**src/rtl/ov_sccb_resp.sv**
```systemverilog
// SCCB register-access responder: 3-phase write, 2-phase write + 2-phase read.
// Define OV_SCCB_RESP_ACK_EN to drive an I2C-style ACK in the 9th-bit phases.
module ov_sccb_resp #(
  parameter logic [7:0] CHIP_ADDR = 8'h42
) (
  input  logic       clk,
  input  logic       reset,
  input  logic       sio_c,
  input  logic       sio_d_i,
  output logic       sio_d_oe,
  output logic       wr_en,
  output logic [7:0] wr_addr,
  output logic [7:0] wr_data,
  output logic [7:0] rd_addr,
  input  logic [7:0] rd_data,
  output logic       busy
);

  typedef enum logic [3:0] {
    S_IDLE, S_ID, S_ID_X, S_SUB, S_SUB_X,
    S_WDAT, S_WDAT_X, S_RDAT, S_RDAT_X, S_IGNORE
  } state_e;

  state_e      state_q, state_d;
  logic        scl_s1_q, scl_s2_q, scl_p_q;
  logic        sda_s1_q, sda_s2_q, sda_p_q;
  logic [1:0]  arm_q;
  logic [3:0]  cnt_q, cnt_d;
  logic [7:0]  sh_q, sh_d;
  logic [7:0]  tx_q, tx_d;
  logic        rw_q, rw_d;
  logic [7:0]  rd_addr_q, rd_addr_d;
  logic [7:0]  wr_addr_q, wr_addr_d;
  logic [7:0]  wr_data_q, wr_data_d;
  logic        wr_en_q, wr_en_d;

  logic        armed, scl_rise, scl_fall, start_det, stop_det, in_byte;
  logic [7:0]  byte_in;

  // Synchronizers; edge detection stays off until the pipeline has flushed
  // after reset, so a line already low at reset release is not seen as an edge.
  always_ff @(posedge clk) begin
    if (!reset) begin
      scl_s1_q <= 1'b1;
      scl_s2_q <= 1'b1;
      scl_p_q  <= 1'b1;
      sda_s1_q <= 1'b1;
      sda_s2_q <= 1'b1;
      sda_p_q  <= 1'b1;
      arm_q    <= 2'd0;
    end else begin
      scl_s1_q <= sio_c;
      scl_s2_q <= scl_s1_q;
      scl_p_q  <= scl_s2_q;
      sda_s1_q <= sio_d_i;
      sda_s2_q <= sda_s1_q;
      sda_p_q  <= sda_s2_q;
      if (arm_q != 2'd3) arm_q <= arm_q + 2'd1;
    end
  end

  assign armed     = (arm_q == 2'd3);
  assign scl_rise  = armed & scl_s2_q & ~scl_p_q;
  assign scl_fall  = armed & ~scl_s2_q & scl_p_q;
  assign start_det = armed & scl_s2_q & scl_p_q & sda_p_q & ~sda_s2_q;
  assign stop_det  = armed & scl_s2_q & scl_p_q & ~sda_p_q & sda_s2_q;
  assign in_byte   = (state_q == S_ID) || (state_q == S_SUB) ||
                     (state_q == S_WDAT) || (state_q == S_RDAT);
  assign byte_in   = {sh_q[6:0], sda_s2_q};

  always_ff @(posedge clk) begin
    if (!reset) state_q <= S_IDLE;
    else        state_q <= state_d;
  end

  // Byte states hand over to their 9th-bit state on the SCL fall after bit 8;
  // each *_X state ends on the following SCL fall.
  always_comb begin
    state_d = state_q;
    if (start_det) begin
      state_d = S_ID;
    end else if (stop_det) begin
      state_d = S_IDLE;
    end else if (scl_fall) begin
      case (state_q)
        S_ID:     if (cnt_q == 4'd8)
                    state_d = (sh_q[7:1] == CHIP_ADDR[7:1]) ? S_ID_X : S_IGNORE;
        S_ID_X:   state_d = rw_q ? S_RDAT : S_SUB;
        S_SUB:    if (cnt_q == 4'd8) state_d = S_SUB_X;
        S_SUB_X:  state_d = S_WDAT;
        S_WDAT:   if (cnt_q == 4'd8) state_d = S_WDAT_X;
        S_WDAT_X: state_d = S_IGNORE;
        S_RDAT:   if (cnt_q == 4'd8) state_d = S_RDAT_X;
        S_RDAT_X: state_d = S_IGNORE;
        default:  state_d = state_q;
      endcase
    end
  end

  always_comb begin
    cnt_d     = cnt_q;
    sh_d      = sh_q;
    tx_d      = tx_q;
    rw_d      = rw_q;
    rd_addr_d = rd_addr_q;
    wr_addr_d = wr_addr_q;
    wr_data_d = wr_data_q;
    wr_en_d   = 1'b0;
    if (start_det || stop_det) begin
      cnt_d = 4'd0;
    end else begin
      if (scl_rise && in_byte && (cnt_q != 4'd8)) begin
        sh_d  = byte_in;
        cnt_d = cnt_q + 4'd1;
        if (cnt_q == 4'd7) begin
          if (state_q == S_SUB) rd_addr_d = byte_in;
          if (state_q == S_WDAT) begin
            wr_addr_d = rd_addr_q;
            wr_data_d = byte_in;
            wr_en_d   = 1'b1;
          end
        end
      end
      if (scl_fall) begin
        if (in_byte && (cnt_q == 4'd8)) cnt_d = 4'd0;
        if ((state_q == S_ID) && (cnt_q == 4'd8)) rw_d = sh_q[0];
        if ((state_q == S_RDAT) && (cnt_q != 4'd8)) tx_d = {tx_q[6:0], 1'b0};
        if ((state_q == S_ID_X) && rw_q) tx_d = rd_data;
      end
    end
  end

  always_ff @(posedge clk) begin
    if (!reset) begin
      cnt_q     <= 4'd0;
      rd_addr_q <= 8'd0;
      wr_addr_q <= 8'd0;
      wr_data_q <= 8'd0;
      wr_en_q   <= 1'b0;
    end else begin
      cnt_q     <= cnt_d;
      rd_addr_q <= rd_addr_d;
      wr_addr_q <= wr_addr_d;
      wr_data_q <= wr_data_d;
      wr_en_q   <= wr_en_d;
    end
  end

  always_ff @(posedge clk) begin
    sh_q <= sh_d;
    tx_q <= tx_d;
    rw_q <= rw_d;
  end

  // All inputs here change only on SCL falls (or START/STOP/reset).
  always_comb begin
    sio_d_oe = 1'b0;
    case (state_q)
      S_RDAT:   sio_d_oe = ~tx_q[7];
`ifdef OV_SCCB_RESP_ACK_EN
      S_ID_X:   sio_d_oe = ~rw_q;
      S_SUB_X:  sio_d_oe = 1'b1;
      S_WDAT_X: sio_d_oe = 1'b1;
`endif
      default:  sio_d_oe = 1'b0;
    endcase
    busy = (state_q != S_IDLE);
  end

  assign wr_en   = wr_en_q;
  assign wr_addr = wr_addr_q;
  assign wr_data = wr_data_q;
  assign rd_addr = rd_addr_q;

endmodule

```
**config.mk**
```make
export PLATFORM = sky130hd
export DESIGN_NAME = ov_sccb_resp
export DESIGN_NICKNAME = d
export VERILOG_FILES = /design/src/rtl/ov_sccb_resp.sv
export SDC_FILE = /design/constraint.sdc
export NUM_CORES = 1
export LEC_CHECK = 0
export BUFFER_PORTS_ARGS = -buffer_cell sky130_fd_sc_hd__buf_4
export CORE_MARGIN = 3
export CORE_UTILIZATION = 48
export DETAILED_ROUTE_END_ITERATION = 8
export GPL_TIMING_DRIVEN = 0
export PLACE_DENSITY = 0.7
export RECOVER_POWER = 100
export SLEW_MARGIN = 20
export SYNTH_ARGS = -nofsm -noshare
export SYNTH_HDL_FRONTEND = slang
export SYNTH_SLANG_ARGS = --single-unit
```
**constraint.sdc**
```tcl
create_clock -name clk -period 2.8 [get_ports clk]
set_input_delay 0.42 -clock clk [delete_from_list [all_inputs] [get_ports clk]]
set_output_delay 0.42 -clock clk [all_outputs]
set_load 0.02 [all_outputs]
```
==> key figures, run 1 <==
Place
  • Hpwl dp: 3220 um
  • Port Buf Inserts: 38
  • RD Place Congestion: 0.807
  • Post-placement cell area: 0.00278 mm2

Worst setup path
  • Worst-path cell chain: ha_1, nand4b_1, nor4_1, nand3_1, clkbuf_1, buf_6, mux2i_1
  • Worst EP required: 3.02 ns
  • Setup Crit Path Kind: register to register
  • Startpoint types: register
  • Worst R2R Setup Slack: 0.42 ns
  • CP max stage cell: nor4_1
  • CP max stage delay: 0.54 ns
  • CP Capture Type: register
  • CP max FO: 10
  • CP Data Arrival Time: 2.60 ns
  • R2R cell count: 7

Drt
  • Initial DRC count: 89
  • DRT Pass-1 Iters: 4
  • # DRC: 0
  • Post-DR wirelength/cell: 13.4 um
  • Routed Antenna Nets: 0
  • DR vias/cell: 5.09
  • Via count: 1,724
  • Routed wire length: 4550 um

Logic synthesis
  • Synthesized instance count: 218
  • Post-synthesis async set-or-reset flop share: 0
  • Most common cell in the netlist: dfxtp_1
  • Mapped cell area: 0.00241 mm2
  • Synth Flop Type: dfxtp_1
  • Largest area contributor in the netlist: dfxtp_1
  • Post-synth top area share: 0.341
  • Post-synth EDFFs: 17
  • Sequential-to-total area share from yosys stat: 0.553
  • Syn nets: 233
  • Commonest cells in the netlist: dfxtp_1, nand2_1, mux2i_1
  • Post-synthesis register bit count: 58
  • Leading post-synthesis cells by cell area: dfxtp_1, edfxtp_1, mux2i_1
  • Post-synth cell types: 42
  • Synthesized area per cell: 11.0 um2
  • YS warnings: 0

Power
  • Pwr Density: 611 mW/mm2
  • Power, Total: 1.74 mW
  • Leakage power: 1.17 nW
  • Peak VDD IR: 0.359 mV

Floorplan
  • Die Span X: 76.8 um
  • Starting Density: 0.503
  • I/O pin cnt: 39
  • Core box area: 0.00479 mm2
  • Row cnt: 25
  • Die area: 0.00590 mm2
  • Die height: 76.8 um

Clock tree
  • # H-tree levels: 3
  • Worst-path clk slew: 0.06 ns
  • CTS Root Cell: clkbuf_8
  • Clock Latency Late Sink: 0.33 ns
  • Postcts setup bufs: 0
  • Longest Clk Path Bufs: 2
  • CTS tree: built
  • Clk sinks: 58
  • Hold Buf Count CTS: 0
  • Cts repair resizes: 0
  • CTS buffer count: 9

Timing
  • Max Slew Vio Count: 0
  • Max Clk Rate: 420 MHz
  • RSZ-0062 raised after global routing: no
  • TNS Setup: 0 ns
  • Final hold violations: 0
  • Measured slew at the worst slew-check pin: 0.870 ns
  • Fin crit share: 0.850
  • Slew margin rel.: 0.417
  • Final setup vio count: 0
  • Clock skew: 0.0102 ns
  • Final min period: 2.38 ns

Global route
  • GRT Total Usage: 0.169
  • Total gr overflow: 0
  • Vias in the first global route: 1,731
  • Antenna violations before repair: 0
  • Global-route wire length before repair: 7780 um
  • Largest net degree at the start of global routing: 11

Finish
  • Multi-input gate area: 963 um2
  • Finished Cell Area: 0.00284 mm2
  • Reg area: 0.00133 mm2
  • Ant. Diodes: 0
  • Fillers: 438
  • Layout cell share with drive strength beyond 1: 0.121
  • P&R area growth vs syn: 18.0%
  • Final nets: 282

Worst hold path
  • Hold WC Path Type: primary input to register
  • WHS Path Cells: 2

Outcome
  • Status: completed

Job
  • Maxcap violations: 0
## routing by layer
metal  global-route usage  up-vias  share of wire
li1                     -      863              -
met1                0.214      805           0.46
met2                0.263       48           0.47
met3               0.0458        8          0.057
met4               0.0924        0          0.018
met5                    0        -              0
## layout by cell type (no fill, tap or decap), drive strengths merged, types with 2 or more instances in the layout
cell type	n
and3b	3
a21oi	5
inv	9
o21ai	4
nor4	2
a221oi	2
clkbuf	49
nor4b	3
nand3b	2
o211ai	2
ha	3
edfxtp	17
bufinv	2
nor3	2
xnor2	4
buf	12
mux2	7
nand2	35
mux2i	26
nand3	5
nand2b	9
nor2	12
dfxtp	41
## registers in the layout, indices dropped and copies added, names as in the netlist
signal	cells
wr_data	8
wr_addr	8
state_q	4
wr_en	1
tx_q	8
sh_q	8
scl_s1_q	1
rw_q	1
sda_s2_q	1
scl_p_q	1
rd_addr	8
arm_q	2
sda_s1_q	1
cnt_q	4
sda_p_q	1
scl_s2_q	1
## cells by family (layout without fill, tap and decap cells)
family	Yosys count	count (layout)	share of synthesized area
AO/OA/AOI/OAI	20	20	0.0566
XOR/XNOR	5	5	0.0182
adder cells (fa/ha/maj)	3	3	0.0156
buffers and inverters	19	73	0.0369
flip-flops	58	58	0.553
multiplexers	33	33	0.141
AND/OR/NAND/NOR	80	80	0.179
## metrics by stage
stage | instances | setup slack, ns | utilization | hold slack (ns)
after floorplan | 218 | 0.666 | - | 0.386
after global placement | 323 | 0.274 | 0.580 | 0.388
after detailed placement | 323 | 0.538 | 0.581 | 0.396
after CTS | 339 | 0.519 | 0.624 | 0.269
after global routing | 339 | 0.250 | 0.594 | 0.280
final | 339 | 0.421 | 0.594 | 0.281
## where the power goes
part | internal (mW) | switching (mW) | total [mW]
Combinational | 0.0247 | 0.0298 | 0.0546
Sequential | 0.869 | 0.00652 | 0.876
Clock | 0.501 | 0.306 | 0.807
Total | 1.40 | 0.342 | 1.74
## critical path: cells and delay by family (launching register included)
| family | cells | cell delay, ns |
|---|---|---|
| simple gates | 3 | 0.92 |
| flops | 1 | 0.35 |
| mux | 1 | 0.12 |
| buf+inv | 2 | 0.56 |
| fa+ha+maj | 1 | 0.32 |
## area by class of cell
class / count / share of cell area
sequential: 58 / 0.468
clock inverter: 3 / 0.0229
tap: 67 / 0.0295
multi-input combinational: 141 / 0.339
clock buffer: 13 / 0.0489
inverter: 9 / 0.0119
timing repair buffer: 38 / 0.0634
buffer: 10 / 0.0163
## final timing paths
check / startpoint / end
worst max-delay path: arm_q[0] / wr_addr[6]
worst max register to register: arm_q[0] / wr_addr[6]
worst min register to register: scl_s1_q / scl_s2_q
worst min-delay path: sio_c / scl_s1_q
Note: power is estimated with default switching activity, not from simulation.
==> inputs of run 2 (changes only) <==
==> constraint.sdc (replaced) <==
create_clock -name clk -period 2.3 [get_ports clk]
set_input_delay 0.345 -clock clk [delete_from_list [all_inputs] [get_ports clk]]
set_output_delay 0.345 -clock clk [all_outputs]
set_load 0.02 [all_outputs]
==> run 2 against run 1 <==
Effect of this change: utilization is 0.71 points higher; cell area is 1.2% higher; combinational power is 23% higher; clock power is 23% higher; hold slack worse by 0.079 ns; sequential cell count stayed put; die area stayed put; total power is 22% higher; critical path type unchanged.
==> key figures, run 2 (synthesis results as in run 1) <==
Outcome
  • Status: completed

Finish
  • Highest-count cells in the layout ignoring fill and taps: dfxtp_1, clkbuf_1, nand2_1
  • Final nets: 282 (unchanged)
  • Fillers: 431 (-1.6%)
  • Layout cell share with drive strength beyond 1: 0.136 (+0.0147)
  • P&R area growth vs syn: 19.4%
  • Multi-input gate area: 988 um2 (+2.6%)
  • Reg area: 0.00133 mm2 (unchanged)
  • Fin util: 0.601 (+0.00706)
  • Non-filler instance count after layout: 339 (unchanged)
  • Ant. Diodes: 0 (unchanged)
  • Commonest non-fill, non-tap cell in the layout: dfxtp_1

Timing
  • Worst Slack Setup Final: 0.253 ns (-0.167 ns)
  • Fin crit share: 0.890 (+0.0400)
  • Max Slew Vio Count: 0 (unchanged)
  • Final hold violations: 0 (unchanged)
  • TNS Setup: 0 ns (unchanged)
  • Final setup vio count: 0 (unchanged)
  • Final min period: 2.05 ns (-0.333 ns)
  • Max Clk Rate: 489 MHz (+16%)
  • Clock skew: 0.0109 ns (+0.000759 ns)
  • Slew margin rel.: 0.619 (+0.203)
  • Measured slew at the worst slew-check pin: 0.569 ns (-0.301 ns)
  • RSZ-0062 raised after global routing: no

Drt
  • Top Layer Used: met4
  • Met3 WL: 291 um (+11%)
  • # DRC: 0 (unchanged)
  • Via count: 1,708 (-0.93%)
  • DR vias/cell: 5.04 (-0.93%)
  • Initial DRC count: 99 (+11%)
  • Routed wire length: 4580 um (+0.66%)
  • Met2 wire length: 2140 um (+0.61%)
  • Post-DR wirelength/cell: 13.5 um (+0.66%)
  • DRT Pass-1 Iters: 4 (unchanged)
  • Routed Antenna Nets: 0 (unchanged)
  • Post-Route M1 WL: 2110 um (+1.7%)

Worst setup path
  • CP max FO: 8 (-2)
  • CP max stage delay: 0.37 ns (-0.17 ns)
  • CP Capture Type: register
  • RR Startpoint: arm_q[0]
  • CP Data Arrival Time: 2.25 ns (-0.35 ns)
  • Worst EP required: 2.50 ns (-0.52 ns)
  • Worst-path cell chain: ha_1, nand4b_1, nor4_4, nand2_1, mux2i_1
  • Startpoint types: register
  • R2R Path End: rd_addr[2]
  • Worst R2R Setup Slack: 0.25 ns (-0.17 ns)
  • Setup Crit Path Kind: register to register
  • Worst Setup SP: arm_q[0]
  • CP max stage cell: nand2_1
  • Critical path destination: rd_addr[2]
  • R2R cell count: 5 (-2)

Clock tree
  • Postcts setup bufs: 0 (unchanged)
  • # H-tree levels: 3 (unchanged)
  • CTS tree: built
  • Clk sinks: 58 (unchanged)
  • CTS buffer count: 9 (unchanged)
  • Worst-path clk slew: 0.06 ns (about the same)
  • Clock Latency Late Sink: 0.33 ns (about the same)
  • CTS Root Cell: clkbuf_8
  • Longest Clk Path Bufs: 2 (unchanged)

Job
  • Maxcap violations: 0 (unchanged)

Floorplan
  • Die height: 76.8 um (unchanged)
  • Row cnt: 25 (unchanged)
  • Die area: 0.00590 mm2 (unchanged)
  • Die Span X: 76.8 um (unchanged)
  • I/O pin cnt: 39 (unchanged)
  • Starting Density: 0.503 (unchanged)
  • Core box area: 0.00479 mm2 (unchanged)

Place
  • DP Worst Slack: 0.0378 ns (-0.500 ns)
  • Cell count after placement: 323 (unchanged)
  • RD Place Congestion: 0.807 (unchanged)
  • Hpwl dp: 3220 um (unchanged)
  • Port Buf Inserts: 38 (unchanged)

Global route
  • Largest net degree at the start of global routing: 11 (unchanged)
  • Global-route wire length before repair: 7780 um (unchanged)
  • Antenna violations before repair: 0 (unchanged)
  • GRT Total Usage: 0.169 (unchanged)
  • Vias in the first global route: 1,731 (unchanged)
  • Total gr overflow: 0 (unchanged)

Worst hold path
  • Hold WC Path Type: primary input to register

Power
  • Leakage power: 1.20 nW (+2.0%)
  • Pwr Density: 738 mW/mm2 (+21%)
  • Peak VDD IR: 0.438 mV (+22%)
  • Power, Total: 2.12 mW (+22%)
[run 2: repair_timing]
| item | in CTS | in global routing |
|---|---|---|
| hold buffers | 0 | 0 |
| endpoints found under the hold margin | 0 | 0 |
| gates resized for setup | 0 | 2 |
| setup endpoints to repair | 0 | 9 |
[run 2: worst min-delay path by stage]
stage | from | endpoint | slack [ns] | cells past startpoint
2_1_floorplan | scl_s1_q | scl_s2_q | 0.39 | 1
3_3_place_gp | scl_s1_q | scl_s2_q | 0.39 | 1
3_5_place_dp | scl_s1_q | scl_s2_q | 0.40 | 1
4_1_cts | sio_c | scl_s1_q | 0.19 | 2
5_1_grt | sio_c | scl_s1_q | 0.21 | 2
6_report | sio_c | scl_s1_q | 0.20 | 2
[run 2: layout make-up]
class                      count  area share
clock inverter                 3      0.0226
tap                           67      0.0291
multi-input combinational    141       0.344
buffer                        10      0.0191
timing repair buffer          38      0.0626
sequential                    58       0.463
clock buffer                  13      0.0483
inverter                       9      0.0117
[run 2: power breakdown]
part | total [mW] | internal, mW | switching (mW)
clock | 0.989 | 0.610 | 0.378
sequential | 1.07 | 1.06 | 0.00831
combinational | 0.0669 | 0.0303 | 0.0366
total | 2.12 | 1.70 | 0.423
[run 2: critical path: cells and delay by family (launching register included)]
kind,cells,cell delay (ns)
fa+ha+maj,1,0.32
flops,1,0.35
simple gates,3,1.05
mux,1,0.21
[run 2: layer usage]
metal,vias up,GRT usage
met5,-,0
met1,804,0.214
met4,0,0.0924
met3,5,0.0458
met2,37,0.263
li1,862,-
[run 2: stage by stage]
step	hold slack [ns]	area, um2
6_report	0.202	2880
5_1_grt	0.205	2880
3_5_place_dp	0.396	2780
2_1_floorplan	0.386	2410
4_1_cts	0.194	2990
3_3_place_gp	0.388	2780
==> inputs of run 3 (changes only) <==
--- a/config.mk
+++ b/config.mk
@@ -9,7 +9,6 @@
 export CORE_MARGIN = 3
 export CORE_UTILIZATION = 48
 export DETAILED_ROUTE_END_ITERATION = 8
-export GPL_TIMING_DRIVEN = 0
 export PLACE_DENSITY = 0.7
 export RECOVER_POWER = 100
 export SLEW_MARGIN = 20
==> constraint.sdc (replaced) <==
create_clock -name clk -period 2.3 [get_ports clk]
set_input_delay 0.46 -clock clk [delete_from_list [all_inputs] [get_ports clk]]
set_output_delay 0.46 -clock clk [all_outputs]
set_load 0.02 [all_outputs]
==> run 3 against run 2 <==
Effect of this change: global-route usage decreased by 0.91 points; total power shrank 6.9%; largest power group unchanged; sequential power is essentially flat; highest routed layer unchanged; die area did not move; maximum frequency down 1.6%; clock power down 15%; first-iteration DRC count rose by 11%; routed wire length is 6.8% lower; critical path type is now register to output port; critical path depth down 2; worst setup slack worse by 0.034 ns; combinational power down 3.7%; cell area is 1.7% lower.
==> key figures, run 3 (synthesis results as in run 1) <==
Worst setup path
  • CP max stage cell: dfxtp_1
  • Worst EP required: 1.84 ns (-0.66 ns)
  • CP Capture Type: output port
  • Crit path buf inv count: 1 (+1)
  • CP max FO: 8 (unchanged)
  • CP Data Arrival Time: 1.62 ns (-0.63 ns)
  • CP delay by family, top: simple AND/OR/NAND/NOR gates
  • Worst-path cell chain: nor2b_1, and3b_1, clkbuf_2
  • Setup Crit Path Kind: register to output port
  • Startpoint types: register
  • CP max stage delay: 0.51 ns (+0.14 ns)

Power
  • Clock power share: 0.427 (-0.039)
  • Sw frac: 0.207 (+0.00735)
  • Flop pwr share: 0.540 (+0.037)
  • Int Pwr: 1.57 mW (-7.8%)
  • Peak VDD IR: 0.373 mV (-15%)
  • Combinational share of power: 0.033 (about the same)
  • Pwr Density: 699 mW/mm2 (-5.2%)
  • Power, Total: 1.98 mW (-6.9%)
  • Leakage power: 1.19 nW (-0.88%)
  • P_sw: 0.409 mW (-3.5%)

Timing
  • TNS Setup: 0 ns (unchanged)
  • Fin crit share: 0.904 (+0.0147)
  • Measured slew at the worst slew-check pin: 1.37 ns (+0.798 ns)
  • Slew margin rel.: 0.0887 (-0.531)
  • Min Hold Slack: 0.318 ns (+0.116 ns)
  • Final min period: 2.08 ns (+0.0337 ns)
  • Final hold violations: 0 (unchanged)
  • Final setup vio count: 0 (unchanged)
  • RSZ-0062 raised after global routing: no
  • Clock skew: 0.0118 ns (+0.000896 ns)
  • Max Clk Rate: 481 MHz (-1.6%)
  • Max Slew Vio Count: 0 (unchanged)

Place
  • Port Buf Inserts: 38 (unchanged)
  • RD Place Congestion: 0.899 (+11%)
  • Hpwl dp: 2970 um (-7.8%)

Finish
  • Multi-input gate area: 988 um2 (unchanged)
  • Final nets: 276 (-2.1%)
  • Layout cell share with drive strength beyond 1: 0.143 (+0.00683)
  • P&R area growth vs syn: 17.4%
  • Fillers: 460 (+6.7%)
  • Commonest non-fill, non-tap cell in the layout: dfxtp_1
  • Highest-count cells in the layout ignoring fill and taps: dfxtp_1, nand2_1, clkbuf_1
  • Reg area: 0.00133 mm2 (unchanged)
  • Ant. Diodes: 0 (unchanged)

Floorplan
  • Row cnt: 25 (unchanged)
  • I/O pin cnt: 39 (unchanged)
  • Die Span X: 76.8 um (unchanged)
  • Starting Density: 0.503 (unchanged)
  • Die height: 76.8 um (unchanged)
  • Core box area: 0.00479 mm2 (unchanged)
  • Die area: 0.00590 mm2 (unchanged)

Drt
  • Post-DR wirelength/cell: 12.8 um (-5.1%)
  • DR vias/cell: 5.07 (+0.61%)
  • Routed wire length: 4270 um (-6.8%)
  • # DRC: 0 (unchanged)
  • DRT Pass-1 Iters: 4 (unchanged)
  • Routed Antenna Nets: 0 (unchanged)
  • Initial DRC count: 110 (+11%)
  • Via count: 1,688 (-1.2%)

Clock tree
  • CTS buffer count: 9 (unchanged)
  • Cts repair resizes: 0 (unchanged)
  • Longest Clk Path Bufs: 2 (unchanged)
  • CTS Root Cell: clkbuf_8
  • # H-tree levels: 3 (unchanged)
  • Postcts setup bufs: 0 (unchanged)
  • Hold Buf Count CTS: 0 (unchanged)
  • Clk sinks: 58 (unchanged)
  • CTS tree: built
  • Worst-path clk slew: 0.06 ns (about the same)
  • Clock Latency Late Sink: 0.33 ns (about the same)

Job
  • Maxcap violations: 0 (unchanged)

Global route
  • Total gr overflow: 0 (unchanged)
  • Largest net degree at the start of global routing: 35 (+24)
  • Antenna violations before repair: 0 (unchanged)
  • Global-route wire length before repair: 7400 um (-4.8%)
  • GRT Total Usage: 0.160 (-0.00907)
  • Vias in the first global route: 1,670 (-3.5%)

Worst hold path
  • Hold WC Path Type: primary input to register

Outcome
  • Status: completed
==> run 3: changes by cell type in the layout (fill, tap and decap cells not counted), moves of 2 or more <==
cell | before | now
clkbuf_1 | 38 | 30
buf_6 | 2 | 0
clkbuf_8 | 9 | 12
bufinv_16 | 2 | 0
==> run 3: layer usage <==
metal,GRT usage,vias to the layer above,share of wire
met3,0.0563,7,0.061
met5,0,-,0
met4,0.0851,0,0.013
li1,-,851,-
met2,0.243,51,0.46
met1,0.200,779,0.46
==> run 3: metrics by stage <==
step	instance area (um2)	worst slack [ns]	util	std cells
final	2830	0.220	0.591	333
after global routing	2830	0.0878	0.591	333
after CTS	2940	0.236	0.614	333
after detailed placement	2750	0.488	0.575	317
after global placement	2750	0.496	0.575	317
after floorplan	2410	0.166	-	218
==> run 3: power by group through the flow <==
stage                     logic, mW  registers, mW  clock network, mW
final                        0.0644           1.07              0.844
after global routing         0.0750           1.07              0.921
after global placement       0.0644           1.09                  0
after detailed placement     0.0667           1.09                  0
after floorplan              0.0429           1.09                  0
after CTS                    0.0669           1.07              0.872
==> run 3: layout make-up <==
class | instances | area share
tap | 67 | 0.0297
multi-input combinational | 141 | 0.350
timing repair buffer | 42 | 0.0726
clock buffer | 14 | 0.0611
clock inverter | 2 | 0.00398
sequential | 58 | 0.471
inverter | 9 | 0.0120
==> run 3: worst register-to-register path: cells and delay by family, from the launching register on <==
kind          cells  cell delay (ns)
mux               1             0.28
buf+inv           2             0.56
simple gates      3             0.47
fa+ha+maj         1             0.19
flops             1             0.40
==> run 3: path summary, 6_finish.rpt <==
path / from / to / slack (ns) / cells after the start
worst max register to register: cnt_q[0] / cnt_q[1] / 0.28 / 7
worst min register to register: scl_s1_q / scl_s2_q / 0.41 / 1
worst min-delay path: sio_d_i / sda_s1_q / 0.32 / 2
worst max-delay path: state_q[0] / sio_d_oe / 0.22 / 3
